[src/rtl/iob_cache_axi_read_arbiter.sv]
// iob_cache_axi_read_arbiter
// Lets two burst requesters, such as the I-cache and D-cache refill ports,
// share one AXI4 read channel (AR + R). Arbitration is round-robin. A grant is
// held for one whole transaction: from AR acceptance up to the R beat that
// carries rlast. Only one transaction is outstanding at a time, and the AXI ID
// passes through unchanged.
//
// Optional build macro IOB_CACHE_ARB_ERR_CNT_EN adds the err_cnt/err_clr ports.
// err_cnt is a saturating count of completed bursts that returned at least one
// beat with an error response.
module iob_cache_axi_read_arbiter #(
    parameter int BE_ADDR_W = 32,
    parameter int BE_DATA_W = 32,
    parameter int AXI_ID_W  = 1
) (
    input  logic                 clk,
    input  logic                 reset,

    input  logic                 m0_arvalid,
    input  logic [BE_ADDR_W-1:0] m0_araddr,
    input  logic [7:0]           m0_arlen,
    input  logic [2:0]           m0_arsize,
    input  logic [1:0]           m0_arburst,
    input  logic [AXI_ID_W-1:0]  m0_arid,
    output logic                 m0_arready,
    output logic                 m0_rvalid,
    output logic [BE_DATA_W-1:0] m0_rdata,
    output logic [1:0]           m0_rresp,
    output logic                 m0_rlast,
    input  logic                 m0_rready,

    input  logic                 m1_arvalid,
    input  logic [BE_ADDR_W-1:0] m1_araddr,
    input  logic [7:0]           m1_arlen,
    input  logic [2:0]           m1_arsize,
    input  logic [1:0]           m1_arburst,
    input  logic [AXI_ID_W-1:0]  m1_arid,
    output logic                 m1_arready,
    output logic                 m1_rvalid,
    output logic [BE_DATA_W-1:0] m1_rdata,
    output logic [1:0]           m1_rresp,
    output logic                 m1_rlast,
    input  logic                 m1_rready,

    output logic                 axi_arvalid,
    output logic [BE_ADDR_W-1:0] axi_araddr,
    output logic [7:0]           axi_arlen,
    output logic [2:0]           axi_arsize,
    output logic [1:0]           axi_arburst,
    output logic [AXI_ID_W-1:0]  axi_arid,
    input  logic                 axi_arready,
    input  logic                 axi_rvalid,
    input  logic [BE_DATA_W-1:0] axi_rdata,
    input  logic [1:0]           axi_rresp,
    input  logic                 axi_rlast,
    output logic                 axi_rready,

    output logic                 busy
`ifdef IOB_CACHE_ARB_ERR_CNT_EN
    ,
    input  logic                 err_clr,
    output logic [15:0]          err_cnt
`endif
);

    typedef enum logic [1:0] {
        IDLE = 2'd0,
        ADDR = 2'd1,
        DATA = 2'd2
    } state_t;

    state_t state, state_nxt;
    logic   grant, grant_nxt;
    logic   last,  last_nxt;

    logic   sel_arvalid;
    logic   sel_rready;
    logic   ar_done;
    logic   r_done;

    assign sel_arvalid = grant ? m1_arvalid : m0_arvalid;
    assign sel_rready  = grant ? m1_rready  : m0_rready;
    assign ar_done     = (state == ADDR) & sel_arvalid & axi_arready;
    assign r_done      = (state == DATA) & axi_rvalid & sel_rready & axi_rlast;

    // State, grant and round-robin history registers.
    always_ff @(posedge clk or posedge reset) begin
        if (reset) begin
            state <= IDLE;
            grant <= 1'b0;
            last  <= 1'b1;
        end else begin
            // NOTE: non-blocking assignments make every register sample pre-edge values.
            state <= state_nxt;
            grant <= grant_nxt;
            last  <= last_nxt;
        end
    end

    // Next-state logic: arbitrate in IDLE, hold the grant through ADDR and DATA.
    always_comb begin
        // NOTE: defaults come first, so no path leaves a variable unassigned and no latch is inferred.
        state_nxt = state;
        grant_nxt = grant;
        last_nxt  = last;
        case (state)
            IDLE: begin
                if (m0_arvalid && m1_arvalid) begin
                    grant_nxt = ~last;
                    state_nxt = ADDR;
                end else if (m0_arvalid) begin
                    grant_nxt = 1'b0;
                    state_nxt = ADDR;
                end else if (m1_arvalid) begin
                    grant_nxt = 1'b1;
                    state_nxt = ADDR;
                end
            end
            ADDR: begin
                if (ar_done) begin
                    last_nxt  = grant;
                    state_nxt = DATA;
                end
            end
            DATA: begin
                if (r_done) state_nxt = IDLE;
            end
            default: state_nxt = IDLE;
        endcase
    end

    // AR fields follow the grant in every state. Only arvalid qualifies them.
    assign axi_araddr  = grant ? m1_araddr  : m0_araddr;
    assign axi_arlen   = grant ? m1_arlen   : m0_arlen;
    assign axi_arsize  = grant ? m1_arsize  : m0_arsize;
    assign axi_arburst = grant ? m1_arburst : m0_arburst;
    assign axi_arid    = grant ? m1_arid    : m0_arid;
    assign axi_arvalid = (state == ADDR) & sel_arvalid;

    assign m0_arready  = (state == ADDR) & ~grant & axi_arready;
    assign m1_arready  = (state == ADDR) &  grant & axi_arready;

    // R data and response go to both requesters. Only the granted one sees valid or last.
    assign m0_rdata    = axi_rdata;
    assign m1_rdata    = axi_rdata;
    assign m0_rresp    = axi_rresp;
    assign m1_rresp    = axi_rresp;
    assign m0_rvalid   = (state == DATA) & ~grant & axi_rvalid;
    assign m1_rvalid   = (state == DATA) &  grant & axi_rvalid;
    assign m0_rlast    = (state == DATA) & ~grant & axi_rlast;
    assign m1_rlast    = (state == DATA) &  grant & axi_rlast;
    assign axi_rready  = (state == DATA) & sel_rready;

    assign busy        = (state != IDLE);

`ifdef IOB_CACHE_ARB_ERR_CNT_EN
    logic err_seen;
    logic beat_err;

    assign beat_err = (state == DATA) & axi_rvalid & axi_rready & (axi_rresp != 2'b00);

    // Sticky per-burst error flag and saturating counter of bursts with errors.
    always_ff @(posedge clk or posedge reset) begin
        if (reset) begin
            err_seen <= 1'b0;
            err_cnt  <= 16'd0;
        end else begin
            if (state == IDLE && state_nxt == ADDR) err_seen <= 1'b0;
            else if (beat_err)                      err_seen <= 1'b1;

            if (err_clr)
                err_cnt <= 16'd0;
            else if (r_done && (err_seen || beat_err) && err_cnt != 16'hFFFF)
                err_cnt <= err_cnt + 16'd1;
        end
    end
`endif

endmodule

[config.mk]
export PLATFORM = sky130hd
export DESIGN_NAME = iob_cache_axi_read_arbiter
export DESIGN_NICKNAME = d
export VERILOG_FILES = /design/src/rtl/iob_cache_axi_read_arbiter.sv
export SDC_FILE = /design/constraint.sdc
export NUM_CORES = 1
export LEC_CHECK = 0
export ABC_AREA = 1
export BUFFER_PORTS_ARGS = -buffer_cell sky130_fd_sc_hd__buf_4
export CAP_MARGIN = 25
export CELL_PAD_IN_SITES_DETAIL_PLACEMENT = 2
export CELL_PAD_IN_SITES_GLOBAL_PLACEMENT = 2
export CORE_MARGIN = 2
export CORE_UTILIZATION = 10
export DETAILED_ROUTE_END_ITERATION = 7
export PLACE_DENSITY = 0.95
export SLEW_MARGIN = 25
export SYNTH_ARGS = -nofsm -noshare
export SYNTH_HDL_FRONTEND = slang
export SYNTH_SLANG_ARGS = --single-unit
[constraint.sdc]
create_clock -name clk -period 1.01 [get_ports clk]
set_input_delay 0.1515 -clock clk [delete_from_list [all_inputs] [get_ports clk]]
set_output_delay 0.1515 -clock clk [all_outputs]
set_load 0.05 [all_outputs]
; ---- Word level (Yosys, flattened, before mapping)
; Index checks and enable logic that the tools add are counted.
[word_totals]
romBits = 0
n_memories = 0
elab_cells = 49
ram_bits = 0
input_bits = 135
register_bits = 4
latchBits = 0
[classes]
order_cmp = 0
reduce_logical = 7
multipliers = 0
shifts = 0
n_addsub = 0
muxes = 16
n_eq_ne = 5
n_div = 0
bitwise = 18
[ops]
columns = cell, n
row1 = 32-bit two-way mux, 1
row2 = 1-bit AND, 16
row3 = 2-bit two-way mux, 6
row4 = 8-bit two-way mux, 1
row5 = 1-bit two-way mux, 6
row6 = 2-bit case mux with 3 select lines, 1
row7 = "2-bit inequality test, second input constant", 2
row8 = "4-bit inequality test, second input constant", 1
row9 = 2-bit AND reduction, 2
row10 = 3-bit two-way mux, 1
row11 = 3-bit AND reduction, 1
row12 = 3-bit nonzero test, 1
row13 = "2-bit by 1-bit == test with 1-bit output, second input constant", 1
row14 = "2-bit == test, second input constant", 1
row15 = 2-bit logical NOT, 1
row16 = 1-bit NOT, 2
row17 = 2-bit nonzero test, 1
row18 = 1-bit logical AND, 1

; ---- Longest topological paths before layout
; Gate-level depths: netlist (run 1).
[logic_depth]
word_depth = 6
ltp_mapped = 7
mapped_depth_nobuf = 6

; ---- Least setup slack after synthesis (run 1)
; Ideal clock, no wire load.
[synth_path]
path_type = flip-flop to output port
startpoint = register grant
endpoint = output port m0_arready
path_slack_ps = -843
path_stages_with_launch = 4
path_buffers = 2
t_required_ps = 859
arrival_ps = 1702
cell_sequence = dfrtp_1 -> buf_6 -> buf_6 -> nor3_1
[synth_via]
elab_chain_cells = 3
[synth_lines]
columns = element, line
row1 = from (decl), 73  ; logic grant, grant_nxt;
row2 = from (signal assigned), 95  ; grant <= grant_nxt;
row3 = 1-bit NOT, 140  ; assign m0_arready = (state == ADDR) & ~grant & axi_arready;
row4 = 1-bit AND (2 in series), 140
row5 = to (decl), 25  ; output logic m0_arready,
; Every way passes these cells.

; ---- Worst setup path after layout (run 1)
[layout_path]
startpoint = register grant
endpoint = output port axi_arburst[0]
[layout_via]
elab_chain_cells = 1
[layout_lines]
columns = element, line
row1 = 2-bit two-way mux, 136  ; assign axi_arburst = grant ? m1_arburst : m0_arburst;
row2 = to (decl), 49  ; output logic [1:0] axi_arburst,
; Every way passes these cells.

==> summary.txt, run 1 <==
Setup path
  – Data required time of the critical path: 0.86 ns
  – Highest fanout seen on the critical path: 6
  – Most frequent CP cell: sky130_fd_sc_hd__buf_8
  – Stages on the worst setup path: 5
  – CP startpoint: grant
  – Worst setup path class: flop to output pin
  – Worst reg2reg startpoint: state[0]
  – Critical Path Source Type: flop
  – Crit path max-delay cell type: sky130_fd_sc_hd__dfrtp_2
  – Kind of end point of the critical path: output pin
  – Crit path buffers/inverters: 3
  – Slack of the worst reg-to-reg path: -0.22 ns
  – List of cells traversed by the critical path: buf_8 -> clkbuf_16 -> nand2_2 -> nand2_4 -> buf_8
  – Worst reg2reg path endpoint: last
  – Capture point of the critical path: axi_arburst[0]
  – Register-to-Register Path Depth: 7
  – Critical path's largest stage delay: 0.45 ns
  – CP top delay family: buffers and inverters
  – Arrival time worst endpoint: 1.32 ns

Global route
  – Wire length of the first global-routing pass: 12000 um
  – Maximum number of pins on one net before global-route repair: 22
  – Fraction of met2 tracks used by global routing: 22.6%
  – Antenna violations before repair: 0
  – Met1 layer usage reported by global route: 9.96%
  – Met3 demand-to-capacity share in global routing: 2.28%
  – Global Route Usage Sum: 10.5%
  – GR Overflow Total: 0
  – Vias in the first global route: 2303
  – Busiest layer in global routing: met2

STA
  – Unrepaired setup endpoints after global routing: yes
  – Min Tclk post-route: 1.47 ns
  – Final-report setup violation count: 59
  – Final Hold Viols: 0
  – Setup Skew: 0.00279 ns
  – Headroom to the max-slew limit: 87.5%
  – Worst Max-Slew Pin Slew: 0.187 ns
  – Worst Slack Setup Final: -0.457 ns
  – Upper clock frequency limit: 682 MHz
  – Final clock period utilization by the worst path: 145%
  – Max Slew Vio Count: 0

Clocking
  – Clock tree from TritonCTS: yes
  – Total number of H-tree levels: 1
  – Root cell of the clock tree: sky130_fd_sc_hd__clkbuf_16
  – Clock transition at the registers of the reported paths: 0.03 ns
  – Clock sink total: 4
  – Buffers from clock root to sink, at most: 2
  – Clock Latency Late Sink: 0.23 ns
  – TritonCTS Buffers: 3

Floorplan
  – Standard-cell row count: 43
  – Initial core utilization: 10.2%
  – Horizontal die dimension: 122 um
  – Floorplan core area: 13800 um2
  – Die outline area: 15000 um2
  – Top Ports: 258
  – Chip height: 122 um

Routing
  – Number of design rule violations left after detail routing: 0
  – Iteration count of the initial detailed-routing pass: 4
  – DRT Wirelength: 8910 um
  – Number of nets with antenna violations after routing: 0
  – Via count: 1997
  – First-iteration detailed-routing DRC count: 27
  – Via-to-Cell Ratio: 3.64
  – Mean routed wirelength per cell: 16.2 um

Cells and area
  – Post-layout util: 26.3%
  – Flip-flop and latch area: 103 um2
  – Layout Area Growth over Synthesis: 158%
  – Filler cell count in the final layout: 1574
  – Layout cell share with drive strength beyond 1: 84.3%
  – # nets final: 505
  – Area of the multi-input gates: 1290 um2
  – Antenna cell count: 0

Min path
  – Worst hold path class: primary input to flop
  – Hold-critical path depth: 3

Place
  – # port buffers: 155
  – Final HPWL DP: 6250 um
  – Gp weighted congestion: 0.665
  – Pre-CTS setup slack: -0.337 ns

Synthesis
  – Number of warning messages in the yosys log: 0
  – Register area share after synthesis: 7.22%
  – Library cells used by synthesis: 14
  – Post-Syn Nets: 399
  – Number of instances in the synthesized netlist: 264
  – Syn Std Cell Area: 1400 um2
  – Count of state elements after synthesis: 4
  – Average footprint of a synthesized cell: 5.32 um2

Job
  – Number of max-cap violations: 0

Pwr
  – Pleak: 0.00181 uW
  – Power per standard cell area: 3390 nW/um2
  – Peak supply drop: 2.08 mV
  – Design Power: 12200 uW

Status
  – Run status: finished with violations
  – Violated checks: negative setup slack
stage by stage:
step,TNS [ns],cells,instance area [um2],hold slack [ns]
final,-24.17,549,3620,0.158
after floorplan,-9.11,264,1910,-0.0831
after global routing,-26.84,549,3620,0.172
after CTS,-24.81,541,3440,0.162
after detailed placement,-13.01,530,2800,0.0532
after global placement,-11.13,530,2800,0.0462
worst min-delay path by stage:
stage	from	to	slack [ns]
CTS	m1_arvalid	last	0.16
finish	m1_arvalid	last	0.16
global route	m1_arvalid	last	0.17
floorplan	reset	grant	-0.08
detailed placement	reset	state[0]	0.05
global placement	reset	state[0]	0.05
cell families after synthesis:
logic type             after synthesis  synth area share (%)
AO/OA/AOI/OAI                        3                  1.07
flip-flops                           4                  7.22
AND/OR/NAND/NOR                    168                  45.7
buffers and inverters               89                  46.0
area by class of cell:
type                       count  area share (%)
sequential                     4            2.84
inverter                      10            1.25
timing repair buffer         180            51.9
clock buffer                   4            2.18
multi-input combinational    171            35.6
tap                          180            6.23
cells in the mapped netlist:
cell	count	area (um2)
sky130_fd_sc_hd__nor3_2	1	10.0
sky130_fd_sc_hd__o21ai_0	2	10.0
sky130_fd_sc_hd__buf_6	6	67.6
sky130_fd_sc_hd__nor2_1	6	22.5
sky130_fd_sc_hd__a21oi_1	1	5.00
sky130_fd_sc_hd__nand3_1	2	10.0
sky130_fd_sc_hd__buf_4	69	518
sky130_fd_sc_hd__nor3_1	2	10.0
sky130_fd_sc_hd__buf_2	4	20.0
sky130_fd_sc_hd__inv_1	9	33.8
sky130_fd_sc_hd__nand2_1	157	589
sky130_fd_sc_hd__dfrtp_1	3	75.1
sky130_fd_sc_hd__dfstp_2	1	26.3
sky130_fd_sc_hd__inv_4	1	6.26
flip-flops by register name, summed over array words and instances (netlist names):
name   flops
state      2
grant      1
last       1
cell usage in the layout (no fill, tap or decap):
master / Yosys / layout
sky130_fd_sc_hd__inv_2: 0 / 2
sky130_fd_sc_hd__a21oi_2: 0 / 1
sky130_fd_sc_hd__nand2_4: 0 / 51
sky130_fd_sc_hd__nand3_1: 2 / 1
sky130_fd_sc_hd__nand3_2: 0 / 1
sky130_fd_sc_hd__dfstp_2: 1 / 1
sky130_fd_sc_hd__buf_6: 6 / 23
sky130_fd_sc_hd__nor2_4: 0 / 6
sky130_fd_sc_hd__o21ai_2: 0 / 1
sky130_fd_sc_hd__clkbuf_1: 0 / 1
sky130_fd_sc_hd__dlygate4sd3_1: 0 / 1
sky130_fd_sc_hd__nand2_1: 157 / 46
sky130_fd_sc_hd__nand2_2: 0 / 60
sky130_fd_sc_hd__inv_1: 9 / 7
sky130_fd_sc_hd__inv_8: 0 / 1
sky130_fd_sc_hd__dfrtp_2: 0 / 1
sky130_fd_sc_hd__buf_12: 0 / 4
sky130_fd_sc_hd__buf_4: 69 / 108
sky130_fd_sc_hd__nor3_4: 0 / 3
sky130_fd_sc_hd__clkbuf_16: 0 / 5
sky130_fd_sc_hd__buf_8: 0 / 39
sky130_fd_sc_hd__dfrtp_1: 3 / 2
sky130_fd_sc_hd__o21ai_4: 0 / 1
sky130_fd_sc_hd__buf_16: 0 / 3
worst min-delay path: stages:
cell and delay, ns:
sky130_fd_sc_hd__buf_4 0.13, sky130_fd_sc_hd__nand2_2 0.05, sky130_fd_sc_hd__nand2_1 0.04
metal layers:
layer / wire length [um] / share of wire, %
met5: 0 / 0
met4: 53 / 0.59
met3: 609 / 6.8
met2: 5430 / 61
met1: 2830 / 32
timing repair:
| action | CTS | global route |
|---|---|---|
| endpoints found under the hold margin | 3 | 0 |
| gates resized for setup | 131 | 23 |
| hold buffers | 1 | 0 |
| pin swaps | 4 | 2 |
| buffers inserted | 3 | 5 |
| cloned | 3 | 3 |
| endpoints found under the setup margin | 59 | 59 |
power breakdown:
part           switching (uW)  leakage, uW  internal, uW
registers                 106    0.0000460           257
clock network             126    0.0000382           523
logic                    6630      0.00172          4600
Power figures use the tool's default switching activity.
==> inputs of run 2 (changes only) <==
==> constraint.sdc (replaced) <==
create_clock -name clk -period 1.89 [get_ports clk]
set_input_delay 0.2835 -clock clk [delete_from_list [all_inputs] [get_ports clk]]
set_output_delay 0.2835 -clock clk [all_outputs]
set_load 0.05 [all_outputs]
==> summary.txt, run 2 (synthesis gave the netlist of run 1 again) <==
STA
  – Headroom to the max-slew limit: 82.0% (-5.5 points)
  – Setup Skew: 0.0000751 ns (-0.00271 ns)
  – Upper clock frequency limit: 571 MHz
  – Unrepaired setup endpoints after global routing: no
  – Final clock period utilization by the worst path: 92.6%
  – Worst Max-Slew Pin Slew: 0.270 ns (+0.0832 ns)
  – Final-layout setup total negative slack: 0 ns (+24.17 ns)
  – Final Hold Viols: 0 (unchanged)
  – Hold slack final: 0.306 ns (+0.148 ns)
  – Max Slew Vio Count: 0 (unchanged)
  – Final-report setup violation count: 0 (-100%)
  – Min Tclk post-route: 1.75 ns

Place
  – Placed instance count: 522 (-1.5%)
  – Gp weighted congestion: 0.679 (+2.2%)
  – Final HPWL DP: 5420 um (-13%)
  – # port buffers: 155 (unchanged)

Cells and area
  – Post-layout util: 16.9% (-9.4 points)
  – Top flop regs: state (2), grant (1), last (1)
  – Antenna cell count: 0 (unchanged)
  – # nets final: 483 (-4.4%)
  – Non-Filler Instances: 527 (-4.0%)
  – Max reg flops: 2 (unchanged)
  – Layout cell share with drive strength beyond 1: 47.8% (-36 points)
  – Register bank with the most flops: state
  – Layout Area Growth over Synthesis: 65.8%
  – Most common cell after layout, fill and taps aside: sky130_fd_sc_hd__nand2_1
  – Most used cells in the layout excluding fill and tap cells: sky130_fd_sc_hd__nand2_1, sky130_fd_sc_hd__buf_4, sky130_fd_sc_hd__inv_1

Min path
  – Hold-critical path depth: 3 (unchanged)
  – Beginning of the worst hold path: m1_arvalid
  – Endpoint, Worst Hold: last
  – Worst hold path class: primary input to flop

Setup path
  – Worst reg2reg path endpoint: state[1]
  – Data required time of the critical path: 1.61 ns (+0.75 ns)
  – Kind of end point of the critical path: output pin
  – Critical Path Source Type: flop
  – Arrival time worst endpoint: 1.47 ns (+0.15 ns)
  – Highest fanout seen on the critical path: 28 (+22)
  – Register-to-Register Path Depth: 5 (-2)
  – Worst setup path class: flop to output pin
  – Worst reg2reg startpoint: grant
  – Slack of the worst reg-to-reg path: 0.68 ns (+0.90 ns)

Pwr
  – Combinational power share: 87.1% (-4.6 points)
  – Pleak: 0.00139 uW (-23%)
  – Internal Dissipation: 1440 uW (-73%)
  – Peak supply drop: 0.513 mV (-75%)
  – Design Power: 4150 uW (-66%)
  – P_sw: 2720 uW (-60%)
  – Switching Share: 65.4% (+9.4 points)
  – Sequential fraction of design power: 4.3% (+1.3 points)
  – Power per standard cell area: 1780 nW/um2 (-47%)
  – Clock share of power: 8.5% (+3.2 points)

Clocking
  – Post-cts sizing count: 0 (-100%)
  – Clock sink total: 4 (unchanged)
  – Total number of H-tree levels: 1 (unchanged)
  – Number of setup buffers added after CTS: 0 (-3)
  – Root cell of the clock tree: sky130_fd_sc_hd__clkbuf_16
  – TritonCTS Buffers: 3 (unchanged)
  – CTS Hold Bufs: 1 (unchanged)
  – Buffers from clock root to sink, at most: 2 (unchanged)
  – Clock transition at the registers of the reported paths: 0.03 ns (about the same)
  – Clock Latency Late Sink: 0.23 ns (about the same)
  – Clock tree from TritonCTS: yes

Routing
  – Mean routed wirelength per cell: 12.4 um (-24%)
  – Via count: 1802 (-9.8%)
  – First-iteration detailed-routing DRC count: 37 (+37%)
  – Number of nets with antenna violations after routing: 0 (unchanged)
  – Via-to-Cell Ratio: 3.42 (-6.0%)
  – Iteration count of the initial detailed-routing pass: 4 (unchanged)
  – Number of design rule violations left after detail routing: 0 (unchanged)
  – DRT Wirelength: 6520 um (-27%)

Global route
  – Vias in the first global route: 1932 (-16%)
  – Wire length of the first global-routing pass: 9600 um (-20%)
  – Global Route Usage Sum: 8.21% (-2.3 points)
  – Antenna violations before repair: 0 (unchanged)
  – Maximum number of pins on one net before global-route repair: 52 (+140%)
  – GR Overflow Total: 0 (unchanged)

Job
  – Number of max-cap violations: 0 (unchanged)

Floorplan
  – Top Ports: 258 (unchanged)
  – Horizontal die dimension: 122 um (unchanged)
  – Initial core utilization: 10.2% (unchanged)
  – Chip height: 122 um (unchanged)
  – Standard-cell row count: 43 (unchanged)
  – Floorplan core area: 13800 um2 (unchanged)
  – Die outline area: 15000 um2 (unchanged)

Status
  – Run status: finished clean
[run 2: changes by cell type in the layout (fill, tap and decap cells not counted), moves of 3 or more]
cell / change
sky130_fd_sc_hd__nand2_1: +111
sky130_fd_sc_hd__nand2_2: -60
sky130_fd_sc_hd__nand2_4: -51
sky130_fd_sc_hd__buf_4: +47
sky130_fd_sc_hd__buf_8: -39
sky130_fd_sc_hd__buf_6: -23
sky130_fd_sc_hd__nor2_1: +6
sky130_fd_sc_hd__nor2_4: -6
sky130_fd_sc_hd__buf_16: -3
sky130_fd_sc_hd__nor3_2: +3
sky130_fd_sc_hd__nor3_4: -3
[run 2: routing by layer]
metal,track usage (%),vias to the layer above,routed length (um)
li1,-,879,-
met1,8.31,812,2170
met2,15.4,91,3610
met3,2.56,20,609
met4,3.45,0,136
met5,0,-,0
[run 2: layout make-up]
type | instances | area (um2)
Inverter | 10 | 40.0
Fill cell | 1748 | 11400
Multi-Input combinational cell | 171 | 667
Timing Repair Buffer | 158 | 1210
Sequential cell | 4 | 103
Tap cell | 180 | 225
Clock buffer | 4 | 78.8
[run 2: how the worst max path moves through the flow]
stage | from | depth (start not counted) | slack (ns) | end
detailed placement | grant | 5 | 0.34 | axi_araddr[12]
finish | grant | 5 | 0.14 | axi_araddr[12]
floorplan | grant | 5 | 0.22 | m0_rlast
global route | grant | 5 | 0.02 | axi_araddr[12]
global placement | grant | 5 | 0.35 | axi_araddr[12]
CTS | grant | 5 | 0.09 | axi_araddr[12]
[run 2: critical path, stage by stage, from the launching register on]
cell                      delay, ns
sky130_fd_sc_hd__dfrtp_2       0.43
sky130_fd_sc_hd__inv_4         0.23
sky130_fd_sc_hd__buf_12        0.22
sky130_fd_sc_hd__nand2_1       0.06
sky130_fd_sc_hd__nand2_1       0.08
sky130_fd_sc_hd__buf_4         0.20
[run 2: per-stage QoR]
stage	cell area [um2]	setup slack, ns
2_1_floorplan	1410	0.221
3_3_place_gp	2240	0.349
3_5_place_dp	2240	0.336
4_1_cts	2330	0.0879
5_1_grt	2330	0.0220
6_report	2330	0.139
[run 2: power groups by stage]
| stage | clock, uW | sequential, uW | combinational [uW] |
|---|---|---|---|
| finish | 355 | 179 | 3620 |
| global route | 362 | 186 | 3880 |
| CTS | 361 | 182 | 3690 |
| detailed placement | 0 | 181 | 3670 |
| global placement | 0 | 177 | 3620 |
| floorplan | 0 | 157 | 2970 |
